$ cat src/rtl/fb_write_bridge.sv
// fb_write_bridge: buffers processor pixel writes and drives the framebuffer
// RAM write port, with a built-in engine that fills the whole frame with one
// colour. Writes are wrapped into the frame as (offset + wr_addr) mod FB_PIXELS.
// Optional macro FB_BOUNDS_CHECK_EN: beats with wr_addr >= FB_PIXELS are
// accepted but discarded, and counted on a saturating drop_count output.
module fb_write_bridge #(
  parameter int FIFO_DEPTH = 4,
  parameter int FB_PIXELS  = 76800,
  parameter int ADDR_W     = 18
) (
  input  logic              clk,
  input  logic              rst,
  input  logic              wr_valid,
  output logic              wr_ready,
  input  logic [ADDR_W-1:0] wr_addr,
  input  logic [7:0]        wr_data,
  input  logic [ADDR_W-1:0] offset,
  input  logic              clear_req,
  input  logic [7:0]        clear_color,
  output logic              clear_busy,
  output logic              mem_we,
  output logic [ADDR_W-1:0] mem_addr,
  output logic [7:0]        mem_data
`ifdef FB_BOUNDS_CHECK_EN
  ,
  output logic [15:0]       drop_count
`endif
);

  localparam int PTR_W = (FIFO_DEPTH > 1) ? $clog2(FIFO_DEPTH) : 1;
  localparam int CNT_W = PTR_W + 1;

  localparam logic [1:0] S_IDLE  = 2'd0;
  localparam logic [1:0] S_DRAIN = 2'd1;
  localparam logic [1:0] S_CLEAR = 2'd2;

  localparam logic [ADDR_W:0]   FB_PIX_W = (ADDR_W+1)'(FB_PIXELS);
  localparam logic [ADDR_W-1:0] LAST_PIX = ADDR_W'(FB_PIXELS - 1);
  localparam logic [CNT_W-1:0]  FULL_CNT = CNT_W'(FIFO_DEPTH);

  logic [1:0]        state;
  logic              alive;
  logic [CNT_W-1:0]  count;
  logic [PTR_W-1:0]  wr_ptr;
  logic [PTR_W-1:0]  rd_ptr;
  logic [ADDR_W-1:0] fifo_addr [FIFO_DEPTH];
  logic [7:0]        fifo_data [FIFO_DEPTH];
  logic              st_valid;
  logic [ADDR_W-1:0] st_addr;
  logic [7:0]        st_data;
  logic [ADDR_W-1:0] clear_cnt;
  logic [7:0]        clear_col;

  logic [ADDR_W:0]   sum_full;
  logic [ADDR_W:0]   phys_full;
  logic              accept;
  logic              push;
  logic              pop;

  // Wrap the offset-relative pixel index into the frame (one subtraction is enough).
  always_comb begin
    sum_full  = {1'b0, offset} + {1'b0, wr_addr};
    phys_full = sum_full;
    if (sum_full >= FB_PIX_W) begin
      phys_full = sum_full - FB_PIX_W;
    end
  end

  assign wr_ready = alive && (state == S_IDLE) && (count != FULL_CNT);
  assign accept   = wr_valid && wr_ready;
  assign pop      = (count != '0) && ((state == S_IDLE) || (state == S_DRAIN));

`ifdef FB_BOUNDS_CHECK_EN
  logic in_range;
  assign in_range = ({1'b0, wr_addr} < FB_PIX_W);
  assign push     = accept && in_range;

  // Count beats discarded for being outside the frame, saturating at all ones.
  always_ff @(posedge clk or negedge rst) begin
    if (!rst) begin
      drop_count <= '0;
    end else if (accept && !in_range && (drop_count != 16'hFFFF)) begin
      drop_count <= drop_count + 16'd1;
    end
  end
`else
  assign push = accept;
`endif

  // FIFO storage carries no reset; only the pointers and count define validity.
  always_ff @(posedge clk) begin
    if (push) begin
      fifo_addr[wr_ptr] <= ADDR_W'(phys_full);
      fifo_data[wr_ptr] <= wr_data;
    end
  end

  // FIFO bookkeeping plus the pop stage that feeds the RAM write register.
  always_ff @(posedge clk or negedge rst) begin
    if (!rst) begin
      alive    <= 1'b0;
      count    <= '0;
      wr_ptr   <= '0;
      rd_ptr   <= '0;
      st_valid <= 1'b0;
      st_addr  <= '0;
      st_data  <= '0;
    end else begin
      alive    <= 1'b1;
      st_valid <= pop;
      if (push) begin
        wr_ptr <= wr_ptr + PTR_W'(1);
      end
      if (pop) begin
        rd_ptr  <= rd_ptr + PTR_W'(1);
        st_addr <= fifo_addr[rd_ptr];
        st_data <= fifo_data[rd_ptr];
      end
      if (push && !pop) begin
        count <= count + CNT_W'(1);
      end else if (!push && pop) begin
        count <= count - CNT_W'(1);
      end
    end
  end

  // Control FSM: accept a clear, drain pending beats, then sweep the frame.
  always_ff @(posedge clk or negedge rst) begin
    if (!rst) begin
      state      <= S_IDLE;
      clear_busy <= 1'b0;
      clear_cnt  <= '0;
      clear_col  <= '0;
    end else begin
      case (state)
        S_IDLE: begin
          if (clear_req) begin
            clear_col  <= clear_color;
            clear_busy <= 1'b1;
            state      <= S_DRAIN;
          end
        end
        S_DRAIN: begin
          if ((count == '0) && !st_valid) begin
            clear_cnt <= '0;
            state     <= S_CLEAR;
          end
        end
        S_CLEAR: begin
          clear_cnt <= clear_cnt + ADDR_W'(1);
          if (clear_cnt == LAST_PIX) begin
            clear_busy <= 1'b0;
            state      <= S_IDLE;
          end
        end
        default: begin
          state      <= S_IDLE;
          clear_busy <= 1'b0;
        end
      endcase
    end
  end

  // Registered RAM write port: clear sweep has priority, otherwise the popped beat.
  always_ff @(posedge clk or negedge rst) begin
    if (!rst) begin
      mem_we   <= 1'b0;
      mem_addr <= '0;
      mem_data <= '0;
    end else if (state == S_CLEAR) begin
      mem_we   <= 1'b1;
      mem_addr <= clear_cnt;
      mem_data <= clear_col;
    end else if (st_valid) begin
      mem_we   <= 1'b1;
      mem_addr <= st_addr;
      mem_data <= st_data;
    end else begin
      mem_we <= 1'b0;
    end
  end

endmodule
$ cat config.mk
export PLATFORM = sky130hd
export DESIGN_NAME = fb_write_bridge
export DESIGN_NICKNAME = d
export VERILOG_FILES = /design/src/rtl/fb_write_bridge.sv
export SDC_FILE = /design/constraint.sdc
export NUM_CORES = 1
export LEC_CHECK = 0
export ABC_CLOCK_PERIOD_IN_PS = 3200
export CORE_MARGIN = 5
export CORE_UTILIZATION = 50
export DETAILED_ROUTE_END_ITERATION = 6
export GPL_TIMING_DRIVEN = 1
export PLACE_DENSITY = 0.81
export SYNTH_ARGS = -nofsm -noshare
export SYNTH_HDL_FRONTEND = slang
export SYNTH_SLANG_ARGS = --single-unit
$ cat constraint.sdc
create_clock -name clk -period 3.2 [get_ports clk]
set_input_delay 0.32 -clock clk [delete_from_list [all_inputs] [get_ports clk]]
set_output_delay 0.32 -clock clk [all_outputs]
set_load 0.1 [all_outputs]
# After elaboration in Yosys (flattened, before gate mapping)
# Memories as Yosys holds them, arrays and structs flattened. A register that Yosys moved wholly into a read port is not among the register bits.
# Index checks and enable logic that the tools add are counted.
# op_classes
addsub	7
order_cmp	1
n_eq_ne	7
mux	20
n_bitwise	1
reduce_logical	23
# ops
cell	n
18-bit 2-to-1 mux	4
18-bit case mux with 2 select lines	1
18-bit by 18-bit adder with 19-bit output	1
19-bit by 17-bit >= comparator with 1-bit output (second input constant)	1
18-bit by 1-bit adder with 18-bit output (second input constant)	1
18-bit by 17-bit equality test with 1-bit output (second input constant)	1
18-bit by 17-bit subtractor with 18-bit output (second input constant)	1
8-bit 2-to-1 mux	2
1-bit logical AND	7
1-bit 2-to-1 mux	6
2-bit 2-to-1 mux	3
3-bit 2-to-1 mux	2
2-bit case mux with 3 select lines	1
3-bit AND reduction	2
2-bit nonzero test	3
1-bit logical NOT	5
2-bit by 1-bit adder with 2-bit output (second input constant)	2
2-bit inequality test (second input constant)	2
2-bit AND reduction	2
3-bit by 1-bit adder with 3-bit output (second input constant)	1
3-bit logical NOT	1
3-bit inequality test (second input constant)	1
1-bit case mux with 3 select lines	1
3-bit nonzero test	1
7 further kinds	7
# totals
ff_bits	65
ramBits	104
in_bits	56
out_inout_bits	29
elab_cells	73
memories	2
# mem_list
name	depth	word_bits	read_ports	rd_ports_with_merged_regs	write_ports	line_no	source
fifo_addr	4	18	1	1	1	46	logic [ADDR_W-1:0] fifo_addr [FIFO_DEPTH];
fifo_data	4	8	1	1	1	47	logic [7:0] fifo_data [FIFO_DEPTH];

# Longest topological paths before layout
# Gate-level depths: netlist (run 1).
# logic_depth
ltp_word	8
mapped_depth	16
mapped_depth_nobuf	16

# Least setup slack after synthesis (run 1)
# Ideal clock, no wire load.
# synth_timing
kind	reg2reg
startpoint	register state[1]
endpoint	register count[2]
setup_ps	79
t_arrival_ps	3543
required_ps	3121
slack_ps	-422
stages_incl_launch_ff	11
path_buffers	0
period_less_slack_ps	3622
cell_sequence	dfrtp_1 nor2_1 nand2_1 a21oi_1 and2_0 ha_1 inv_1 fa_1 xor2_1 nor2_1 xor2_1
# synth_between
elab_chain_cells	7
elab_cells_between_ends	13
cone_classes	eq/ne (1); mux (1); reduce/logical (11)
# synth_lines
item	line_no	source
start, declared	41	logic [1:0] state;
start signal, assigned	130	state <= S_IDLE;
start signal, assigned	140	state <= S_DRAIN;
start signal, assigned	146	state <= S_CLEAR;
2-bit logical NOT *	69	assign wr_ready = alive && (state == S_IDLE) && (count != FULL_CNT);
1-bit logical AND * (2 in a row)	69	
named net wr_ready	14	output logic wr_ready,
1-bit logical AND *	70	assign accept = wr_valid && wr_ready;
named net accept	56	logic accept;
1-bit logical NOT	121	end else if (!push && pop) begin
1-bit logical AND	121	
2-bit nonzero test (no source line)	-	
end signal, assigned	120	count <= count + CNT_W'(1);
end signal, assigned	122	count <= count - CNT_W'(1);
end, declared	43	logic [CNT_W-1:0] count;
# Mark *: on every way through the listed nets, which the timed path passes. The rest lies on a longest branch.
# A chain may end at the register's enable or synchronous reset.

# Worst setup path after layout (run 1)
# layout_timing
startpoint	input wr_addr[2]
endpoint	memory fifo_addr[2][11], data pin
# layout_between
elab_chain_cells	3
elab_cells_between_ends	4
cone_classes	add/sub (2); order compare (1); mux (1)
# layout_lines
item	line_no	source
start, declared	15	input logic [ADDR_W-1:0] wr_addr,
18-bit by 18-bit adder with 19-bit output *	62	sum_full = {1'b0, offset} + {1'b0, wr_addr};
18-bit by 17-bit subtractor with 18-bit output / 19-bit by 17-bit >= comparator with 1-bit output (equally long branches)	65, 64	
18-bit 2-to-1 mux *	64	if (sum_full >= FB_PIX_W) begin
named net phys_full[11]	55	logic [ADDR_W:0] phys_full;
end, declared	46	
# Marks and branches as above.

==> results of run 1 <==
-- logic make-up after synthesis --
logic type,Yosys count,share of synthesized area [%]
xor+xnor,18,1.76
fa+ha+maj,27,3.93
mux,95,14.8
other cells,1,0.0418
flops,195,60.2
compound gates,122,8.68
buf+inv,43,1.84
simple gates,155,8.71
-- layer usage --
layer | routed length, um | up-vias | part of all wire (%) | track usage, %
met3 | 1070 | 46 | 5.3 | 3.86
met1 | 8110 | 3085 | 40 | 25.2
met5 | 0 | - | 0 | 0
met4 | 535 | 0 | 2.6 | 8.03
li1 | - | 2808 | - | -
met2 | 10600 | 228 | 52 | 34.8
-- layout make-up --
class | count | area (um^2)
clock buffers | 18 | 429
multi-input cells | 418 | 3770
fillers | 1187 | 6200
well taps | 229 | 287
clock inverters | 14 | 130
flip-flops and latches | 195 | 5400
inverters | 15 | 56.3
repair buffers | 180 | 1570
-- cell usage in the layout, fill, tap and decap left out, types with 4 or more instances in the layout --
master	count
mux2i_1	29
ha_4	12
ha_1	13
dlymetal6s2s_1	9
buf_6	5
buf_4	97
nor2_1	24
nand4_1	4
clkbuf_16	17
clkdlybuf4s50_1	61
xnor2_1	9
nand2_1	49
a21oi_1	22
xor2_1	7
a22o_1	4
mux4_2	26
or2_2	4
a21oi_2	7
o21ai_0	46
a21o_1	6
nand3_1	21
inv_1	12
and3_1	16
dfrtp_1	91
mux2_2	38
edfxtp_1	104
-- power breakdown --
part	internal [mW]	switching (mW)
combinational	1.62	2.66
clock	1.08	0.922
sequential	3.24	0.346
-- metrics by stage --
| stage | setup TNS, ns | hold WS (ns) | cell area, um^2 | utilization, % | cells |
|---|---|---|---|---|---|
| 3_3_place_gp | -18.68 | 0.472 | 10600 | 59.5 | 1018 |
| 6_report | 0 | 0.100 | 11600 | 65.2 | 1069 |
| 5_1_grt | -0.843 | 0.199 | 11600 | 65.2 | 1069 |
| 3_5_place_dp | -24.26 | 0.492 | 10600 | 59.5 | 1018 |
| 2_1_floorplan | -0.940 | 0.0244 | 9020 | - | 656 |
| 4_1_cts | 0 | 0.125 | 11400 | 63.8 | 1060 |
-- final timing paths --
check,cells past startpoint,slack (ns),startpoint,to
hold reg to reg,1,0.51,st_addr[11],st_addr[11]
max in group asynchronous,1,2.38,rst,mem_addr[6]
setup reg to reg,10,0.65,state[1],count[2]
setup / recovery,14,0.07,wr_addr[2],fifo_addr[2][11]
min in group clk,2,0.24,offset[0],fifo_addr[3][0]
hold / removal,1,0.1,rst,st_data[1]
-- critical path: cells and delay by family --
kind / cells / cell delay, ns
buffers and inverters: 1 / 0.26
adders and majority gates: 2 / 0.39
AOI/OAI and AO/OA: 4 / 1.12
and+or+nand+nor: 6 / 0.90
muxes: 1 / 0.33
-- sequential cells by signal (all words and copies together), names as in the netlist, 2 cells and up --
| signal | count |
|---|---|
| mem_data | 8 |
| clear_col | 8 |
| fifo_addr | 72 |
| mem_addr | 18 |
| state | 2 |
| count | 3 |
| st_data | 8 |
| rd_ptr | 2 |
| fifo_data | 32 |
| st_addr | 18 |
| wr_ptr | 2 |
| clear_cnt | 18 |
-- what timing repair did --
item | CTS | global route
gates resized for setup | 42 | 47
gates cloned | 0 | 0
setup endpoints to repair | 32 | 32
setup buffers | 10 | 9
endpoints found under the hold margin | 0 | 0
pin swaps | 20 | 25
-- synthesized netlist by cell type (4+ instances only) --
cell,number,share of area (%)
buf_1,5,0.21
edfxtp_1,104,35
xor2_1,9,0.88
clkbuf_1,20,0.84
nor2_1,26,1.1
nor3_1,4,0.22
a211oi_1,4,0.33
or2_2,4,0.28
nand2_1,51,2.1
a21oi_1,31,1.7
o21ai_0,47,2.6
a31oi_1,4,0.28
and3_1,16,1.1
ha_1,25,3.5
a22o_1,4,0.39
mux2i_1,29,3.2
mux2_2,39,4.9
nand4_1,4,0.28
nand3_1,21,1.2
inv_1,15,0.63
xnor2_1,9,0.88
dfrtp_1,91,25
a21o_1,7,0.59
mux4_2,26,6.5
==> flow_summary.yaml, run 1 <==
global_routing:
  grt_overflow_total: 0
  grt_usage_pct: 20.2
  grt_pass1_wl_um: 32700
  antenna_found_initial: 0
  grt_max_degree: 92
  grt_pass1_vias: 6446
critical_path:
  worst-setup-path-type: "input port to flop"
  cp_common_cell: "ha_4"
  crit_fanout: 4
  crit_path_end_kind: "flop"
  required_ns: 3.38
  crit_chain: "dlygate4sd2_1 > ha_4 > o211a_1 > a21o_1 > a2111oi_2 > and4b_4 > ha_4 > nor4b_4 > nor4b_2 > nand4b_1 > nor3_4 > o31ai_4 > nand2_2 > mux2_4"
  cpMaxStageDelayCell: "mux2_4"
  max_stage_delay_ns: 0.33
  worstSetupStartpointType: "input port"
  worst-endpoint-arrival_ns: 3.31
placed_design:
  dp_hpwl_um: 13500
  place_congestion: 0.866
  port_buffers: 84
  pre_cts_slack_ns: -0.884
floorplan:
  dieHeight_um: 144
  initial_core_util_pct: 50.3
  die-area_um2: 20700
  fp.dieW_um: 144
  design.core.area_um2: 17800
  io-pin-count: 85
  rows: 49
synth:
  synth-edff-count: 104
  netlist_area_um2: 8970
  yosysWarnings: 0
  synth_cells: 656
  syn_nets: 739
  ys_types: 68
  ys_ff_latch: 195
  ys.flop_type: "edfxtp_1"
  syn_area_per_cell_um2: 13.7
  ys_async_sr_fraction_pct: 46.7
  synth-seq-area-share_pct: 60.2
drt:
  ant_nets: 0
  drc: 0
  wl_per_cell_um: 19.0
  viasPerCell: 5.77
  wl_um: 20300
  num_vias: 6167
  drtPass1Iterations: 5
  drtIter0Drc: 497
cts:
  cts_root_buf: "clkbuf_16"
  clk_latency_ns: 0.43
  cts_sinks: 195
  clkTransAtPathRegs_ns: 0.07
  cts_buffer_depth: 2
  numCtsBuffers: 17
  hold_buffers: 0
  htree_levels: 4
  cts_tree: "yes"
final_layout:
  area_delta_synth_final_pct: 29.8
  final_layout_size_suffix_gt1_share_pct: 31.5
  antenna_cells: 0
  fin_nets: 910
sta:
  slew_headroom_pct: 24.9
  rsz0062_at_grt: "true"
  fin_ws_ns: 0.0672
  finalSetupViolations: 0
  finalCritPeriodShare_pct: 97.9
  tightest_slew_ns: 1.13
  layout_min_cycle_time_ns: 3.13
  fin_skew_ns: 0.00969
  maxSlewViolCount: 0
  fmax_mhz: 319
  finalHoldViolCount: 0
power_and_ir_drop:
  leakage_nw: 4.72
  pwr_density_cell_nw_per_um2: 848
  p_total_mw: 9.87
  ir_worst_vdd_uv: 700
run_status:
  status: "completed"
flow_run:
  max-cap-violations: 0
min_path:
  min_path_type: "input port to asynchronous set/reset pin"
Power figures use the tool's default switching activity.
==> run 2: changes to the inputs <==
--- a/config.mk
+++ b/config.mk
@@ -7,10 +7,11 @@
 export LEC_CHECK = 0
 export ABC_CLOCK_PERIOD_IN_PS = 3200
 export CORE_MARGIN = 5
-export CORE_UTILIZATION = 50
+export CORE_UTILIZATION = 59
+export CTS_BUF_LIST = sky130_fd_sc_hd__clkbuf_8
 export DETAILED_ROUTE_END_ITERATION = 6
 export GPL_TIMING_DRIVEN = 1
-export PLACE_DENSITY = 0.81
+export PLACE_DENSITY = 0.92
 export SYNTH_ARGS = -nofsm -noshare
 export SYNTH_HDL_FRONTEND = slang
 export SYNTH_SLANG_ARGS = --single-unit
==> flow_summary.yaml, run 2 (synthesized netlist as in run 1, its figures left out) <==
run_status:
  status: "finished with violations"
  violations: "setup timing"
cts:
  cts_root_buf: "clkbuf_8"
  cts_tree: "yes"
  cts_sinks: 195
  numCtsBuffers: 17
  htree_levels: 4
  cts_buffer_depth: 2
  hold_buffers: 0
  clkTransAtPathRegs_ns: 0.10
  clk_latency_ns: 0.45
drt:
  ant_nets: 0
  routed-wl-met2_um: 10400
  viasPerCell: 6.06
  drc: 0
  wl_per_cell_um: 19.4
  top_layer_used: "met4"
  wl_um: 19800
  met1_length_um: 7710
  drtPass1Iterations: 7
  drtIter0Drc: 567
  wl_met3_um: 1280
  num_vias: 6197
power_and_ir_drop:
  p_sw_mw: 3.81
  leakage_nw: 4.53
  pwr_density_cell_nw_per_um2: 819
  p_total_mw: 9.18
  power_frac_comb_pct: 45.7
  clockPowerShare_pct: 14.6
  pwr-share-seq_pct: 39.7
  switching_share_pct: 41.6
  ir_worst_vdd_uv: 581
  intPower_mw: 5.37
final_layout:
  layout_common_cells: "edfxtp_1 (104), dfrtp_1 (91), buf_4 (90), clkdlybuf4s50_1 (66), nand2_1 (49)"
  final_layout_size_suffix_gt1_share_pct: 29.3
  multi_input_area_um2: 3670
  largest_reg_flops: 72
  regArea_um2: 5400
  top_register: "fifo_addr"
  finish.instance_area_um2: 11200
  final_common_cell: "edfxtp_1"
  nFillCells: 835
  antenna_cells: 0
  fin_nets: 904
  area_delta_synth_final_pct: 25.0
  largestRegisters: "fifo_addr x72, fifo_data x32"
global_routing:
  grt_overflow_total: 0
  grt_usage_pct: 22.6
  grt_pass1_vias: 6345
  antenna_found_initial: 0
  grt_max_degree: 92
  grt_pass1_wl_um: 32100
sta:
  timing.hold.ws_ns: 0.0579
  maxSlewViolCount: 0
  finalCritPeriodShare_pct: 100
  tightest_slew_ns: 1.10
  finalHoldViolCount: 0
  rsz0062_at_grt: "true"
  fmax_mhz: 312
  slew_headroom_pct: 27.0
  fin_ws_ns: -0.00514
  finalSetupViolations: 2
  fin_skew_ns: 0.0128
  layout_min_cycle_time_ns: 3.21
critical_path:
  rr_startpoint: "state[1]"
  worst-setup-path-type: "input port to flop"
  crit_fanout: 5
  required_ns: 3.39
  worstSetupStartpointType: "input port"
  cp-startpoint: "wr_addr[5]"
  worst-endpoint-arrival_ns: 3.40
  crit_path_end_kind: "flop"
placed_design:
  place_area_um2: 10600
  dp_hpwl_um: 13700
  place_congestion: 0.892
  pre_cts_slack_ns: -0.880
  port_buffers: 84
min_path:
  min_path_type: "input port to asynchronous set/reset pin"
floorplan:
  initial_core_util_pct: 59.7
  design.core.area_um2: 15000
  die-area_um2: 17800
  io-pin-count: 85
  fp.dieW_um: 133
  rows: 45
  dieHeight_um: 133
flow_run:
  max-cap-violations: 0
run 2: through the flow:
step / TNS [ns] / util [%] / std cells
final: -0.00959 / 74.5 / 1022
after global routing: -0.499 / 74.5 / 1022
after CTS: -0.00725 / 73.7 / 1020
after detailed placement: -24.49 / 70.3 / 977
after global placement: -18.16 / 70.3 / 977
after floorplan: -0.940 / - / 656
run 2: final timing paths:
check / end / slack, ns / depth (start not counted)
setup / recovery: fifo_addr[1][11] / -0.005 / 14
hold / removal: mem_data[4] / 0.06 / 1
setup reg to reg: count[2] / 0.71 / 10
hold reg to reg: mem_data[1] / 0.50 / 2
max in group asynchronous: st_valid / 2.44 / 1
min in group clk: fifo_addr[3][0] / 0.22 / 2
run 2: cell type report:
| cell class | instances | area share [%] |
|---|---|---|
| sequential | 195 | 48.2 |
| multi-input combinational | 418 | 32.8 |
| timing repair buffer | 174 | 13.5 |
| tap | 188 | 2.10 |
| clock buffer | 17 | 2.09 |
| clock inverter | 15 | 0.848 |
| inverter | 15 | 0.502 |
run 2: timing repair:
| item | in CTS | in global routing |
|---|---|---|
| resized for setup | 41 | 27 |
| pin swaps | 18 | 25 |
| endpoints found under the hold margin | 0 | 0 |
| buffers inserted | 11 | 2 |
| setup endpoints to repair | 32 | 32 |
run 2: routing by layer:
layer | up-vias | track usage [%]
met5 | - | 0
met4 | 0 | 6.97
met3 | 43 | 3.85
met2 | 298 | 40.4
met1 | 3061 | 28.3
li1 | 2795 | -
run 2: critical path, stage by stage:
cell	delay, ns
clkdlybuf4s50_1	0.46
ha_4	0.33
nand2_2	0.07
nor2_2	0.17
a2111oi_2	0.08
and4b_4	0.36
ha_4	0.14
nor4b_4	0.17
nor4b_4	0.25
nand4b_1	0.21
nor3_4	0.27
o31ai_4	0.10
nand2_2	0.12
mux2_4	0.34
run 2: power by group through the flow:
stage | sequential (mW) | clock (mW) | combinational [mW]
floorplan | 4.83 | 0 | 1.75
global placement | 3.63 | 0 | 3.91
detailed placement | 3.68 | 0 | 4.09
CTS | 3.64 | 1.36 | 4.17
global route | 3.70 | 1.47 | 4.43
finish | 3.65 | 1.34 | 4.19
==> RTL edit (flow settings as in run 2) <==
Set the parameter `ADDR_W` to 20 (it was 18).
--- a/src/rtl/fb_write_bridge.sv
+++ b/src/rtl/fb_write_bridge.sv
@@ -6,7 +6,7 @@
 module fb_write_bridge #(
   parameter int FIFO_DEPTH = 4,
   parameter int FB_PIXELS  = 76800,
-  parameter int ADDR_W     = 18
+  parameter int ADDR_W     = 20
 ) (
   input  logic              clk,
   input  logic              rst,
Interface: changed (resized mem_addr, offset and wr_addr); port bits go from 85 to 91. The function was not compared with the original's and may differ.
==> RTL edit against run 2 <==
- the flow still finishes with violations (setup timing)
- routed wire length is 17% higher
- worst setup slack lost 0.27 ns
- synthesized area up 9.3%
- clock skew barely moved
- sequential cell count increased by 14
- cell area rose by 13%
- critical path depth up 4
- total power grew 14%
- critical endpoint is now fifo_addr[2][16]$_DFFE_PP_
- highest routed layer unchanged
==> RTL edit: results (changes against run 2) <==
Status
Outcome: finished with violations (unchanged). Failing checks: setup timing (unchanged).

Route
The initial DRC count came to 461 (was 567). The first-pass detailed-route iteration total was 5 (was 7). The post-detailed-routing wire length is 23,200 um (was 19,800 um).

Synthesis
Most common library cells after synthesis: 112 x sky130_fd_sc_hd__edfxtp_1, 97 x sky130_fd_sc_hd__dfrtp_1, 60 x sky130_fd_sc_hd__nand2_1 (was 104 x sky130_fd_sc_hd__edfxtp_1, 91 x sky130_fd_sc_hd__dfrtp_1, 51 x sky130_fd_sc_hd__nand2_1). The number of distinct standard cells referenced by the synthesized netlist is 74 (was 68). Main area contributors after synthesis: sky130_fd_sc_hd__edfxtp_1 34%, sky130_fd_sc_hd__dfrtp_1 25%, sky130_fd_sc_hd__mux4_2 6.4%, sky130_fd_sc_hd__mux2_2 4.2%, sky130_fd_sc_hd__ha_1 3.4% (was sky130_fd_sc_hd__edfxtp_1 35%, sky130_fd_sc_hd__dfrtp_1 25%, sky130_fd_sc_hd__mux4_2 6.5%, sky130_fd_sc_hd__mux2_2 4.9%, sky130_fd_sc_hd__ha_1 3.5%). The sequential cell area fraction in the yosys report is 59.0% (was 60.2%). The fraction of synthesis flops using an asynchronous set or reset pin came to 46.4% (was 46.7%). The count of flip-flops with a built-in enable after synthesis came to 112 (was 104). The synthesized net count was 820 (was 739).

Finish
The share of final-layout standard cells stronger than drive strength 1 is 32.0% (was 29.3%). The layout filler cell count is 901 (was 835). The non-filler instance count after layout was 1,198 (was 1,022).

Timing
The final hold slack is 0.307 ns (was 0.0579 ns). The final setup violation count came to 40 (was 2). The setup total negative slack is -6.49 ns (was -0.00959 ns). The setup slack after layout is -0.279 ns (was -0.00514 ns). The clock skew was 0.0132 ns (was 0.0128 ns).

The pin slew with the least headroom to its limit is 0.983 ns (was 1.10 ns).

Placed design
The count of buffers from port buffering was 90 (was 84). The instance count after placement with tap cells included was 1,127 (was 977). The minimum setup slack after placement is -1.57 ns (was -0.880 ns). The final HPWL from detailed placement is 16,100 um (was 13,700 um). The weighted congestion reported at the end of routability-driven placement came to 0.855 (was 0.892).

Critical path
The largest stage delay on the critical path is 0.52 ns (was 0.46 ns). The slowest cell on the critical path is sky130_fd_sc_hd__or4b_4 (was sky130_fd_sc_hd__clkdlybuf4s50_1). The top fanout value on the critical path was 6 (was 5).

Pwr
The sequential cell power came to 3.92 mW (was 3.65 mW). The static power due to leakage is 5.16 nW (was 4.53 nW). The power dissipated in the clock network is 1.89 mW (was 1.34 mW). The post-layout total power was 10.4 mW (was 9.18 mW). The internal power is 6.14 mW (was 5.37 mW).

Clock tree
The CTS H-tree depth is 1 (was 4). The maximum number of buffers from clock root to sink is 3 (was 2). The clock buffer count from CTS is 30 (was 17).

GRT
The maximum number of pins on one net before global-route repair is 70 (was 92). The global routing usage summed across all routing layers is 23.8% (was 22.6%). The global-route wire length before repair came to 37,800 um (was 32,100 um). The number of global-route vias before repair came to 7,380 (was 6,345).
RTL edit: changes by cell type in the layout (fill, tap and decap cells not counted), moves of 9 or more:
cell                       delta
sky130_fd_sc_hd__buf_4       +39
sky130_fd_sc_hd__clkbuf_8    +14
sky130_fd_sc_hd__clkinv_1     +9
sky130_fd_sc_hd__nor2_1      +10
sky130_fd_sc_hd__o21ai_0     +11
RTL edit: area by class of cell:
| type | count | area (um^2) | area share (%) |
|---|---|---|---|
| Clock buffer | 31 | 427 | 3.36 |
| Clock inverter | 25 | 113 | 0.888 |
| Inverter | 15 | 56.3 | 0.444 |
| Multi-Input combinational cell | 476 | 4140 | 32.7 |
| Sequential cell | 209 | 5790 | 45.7 |
| Tap cell | 220 | 275 | 2.17 |
| Timing Repair Buffer | 222 | 1870 | 14.8 |
RTL edit: kinds of logic after synthesis:
group | Yosys count | share of synthesized area (%)
adders and majority gates | 29 | 3.85
AOI/OAI and AO/OA | 146 | 9.98
and+or+nand+nor | 186 | 9.76
other | 1 | 0.0382
buffers and inverters | 46 | 1.88
xor gates and xnor gates | 19 | 1.70
muxes | 95 | 13.8
DFF | 209 | 59.0
RTL edit: layer usage:
metal / share of wire, % / track usage [%] / up-vias / wire length [um]
met5: 0 / 0 / - / 0
met4: 3.0 / 8.55 / 0 / 691
met3: 5.5 / 3.31 / 62 / 1270
met2: 52 / 41.8 / 281 / 12100
met1: 40 / 30.4 / 3500 / 9200
li1: - / - / 3221 / -
RTL edit: what timing repair did:
action,4_1_cts,5_1_grt
resized for setup,83,4
setup endpoints to repair,40,40
buffers inserted,13,2
pin swaps,35,4
hold buffers,1,0
cloned,0,0
endpoints found under the hold margin,67,0
RTL edit: tightest hold or removal path: cells and delay by family:
kind	cells	cell delay, ns
adders and majority gates	1	0.20
buffers and inverters	2	0.22
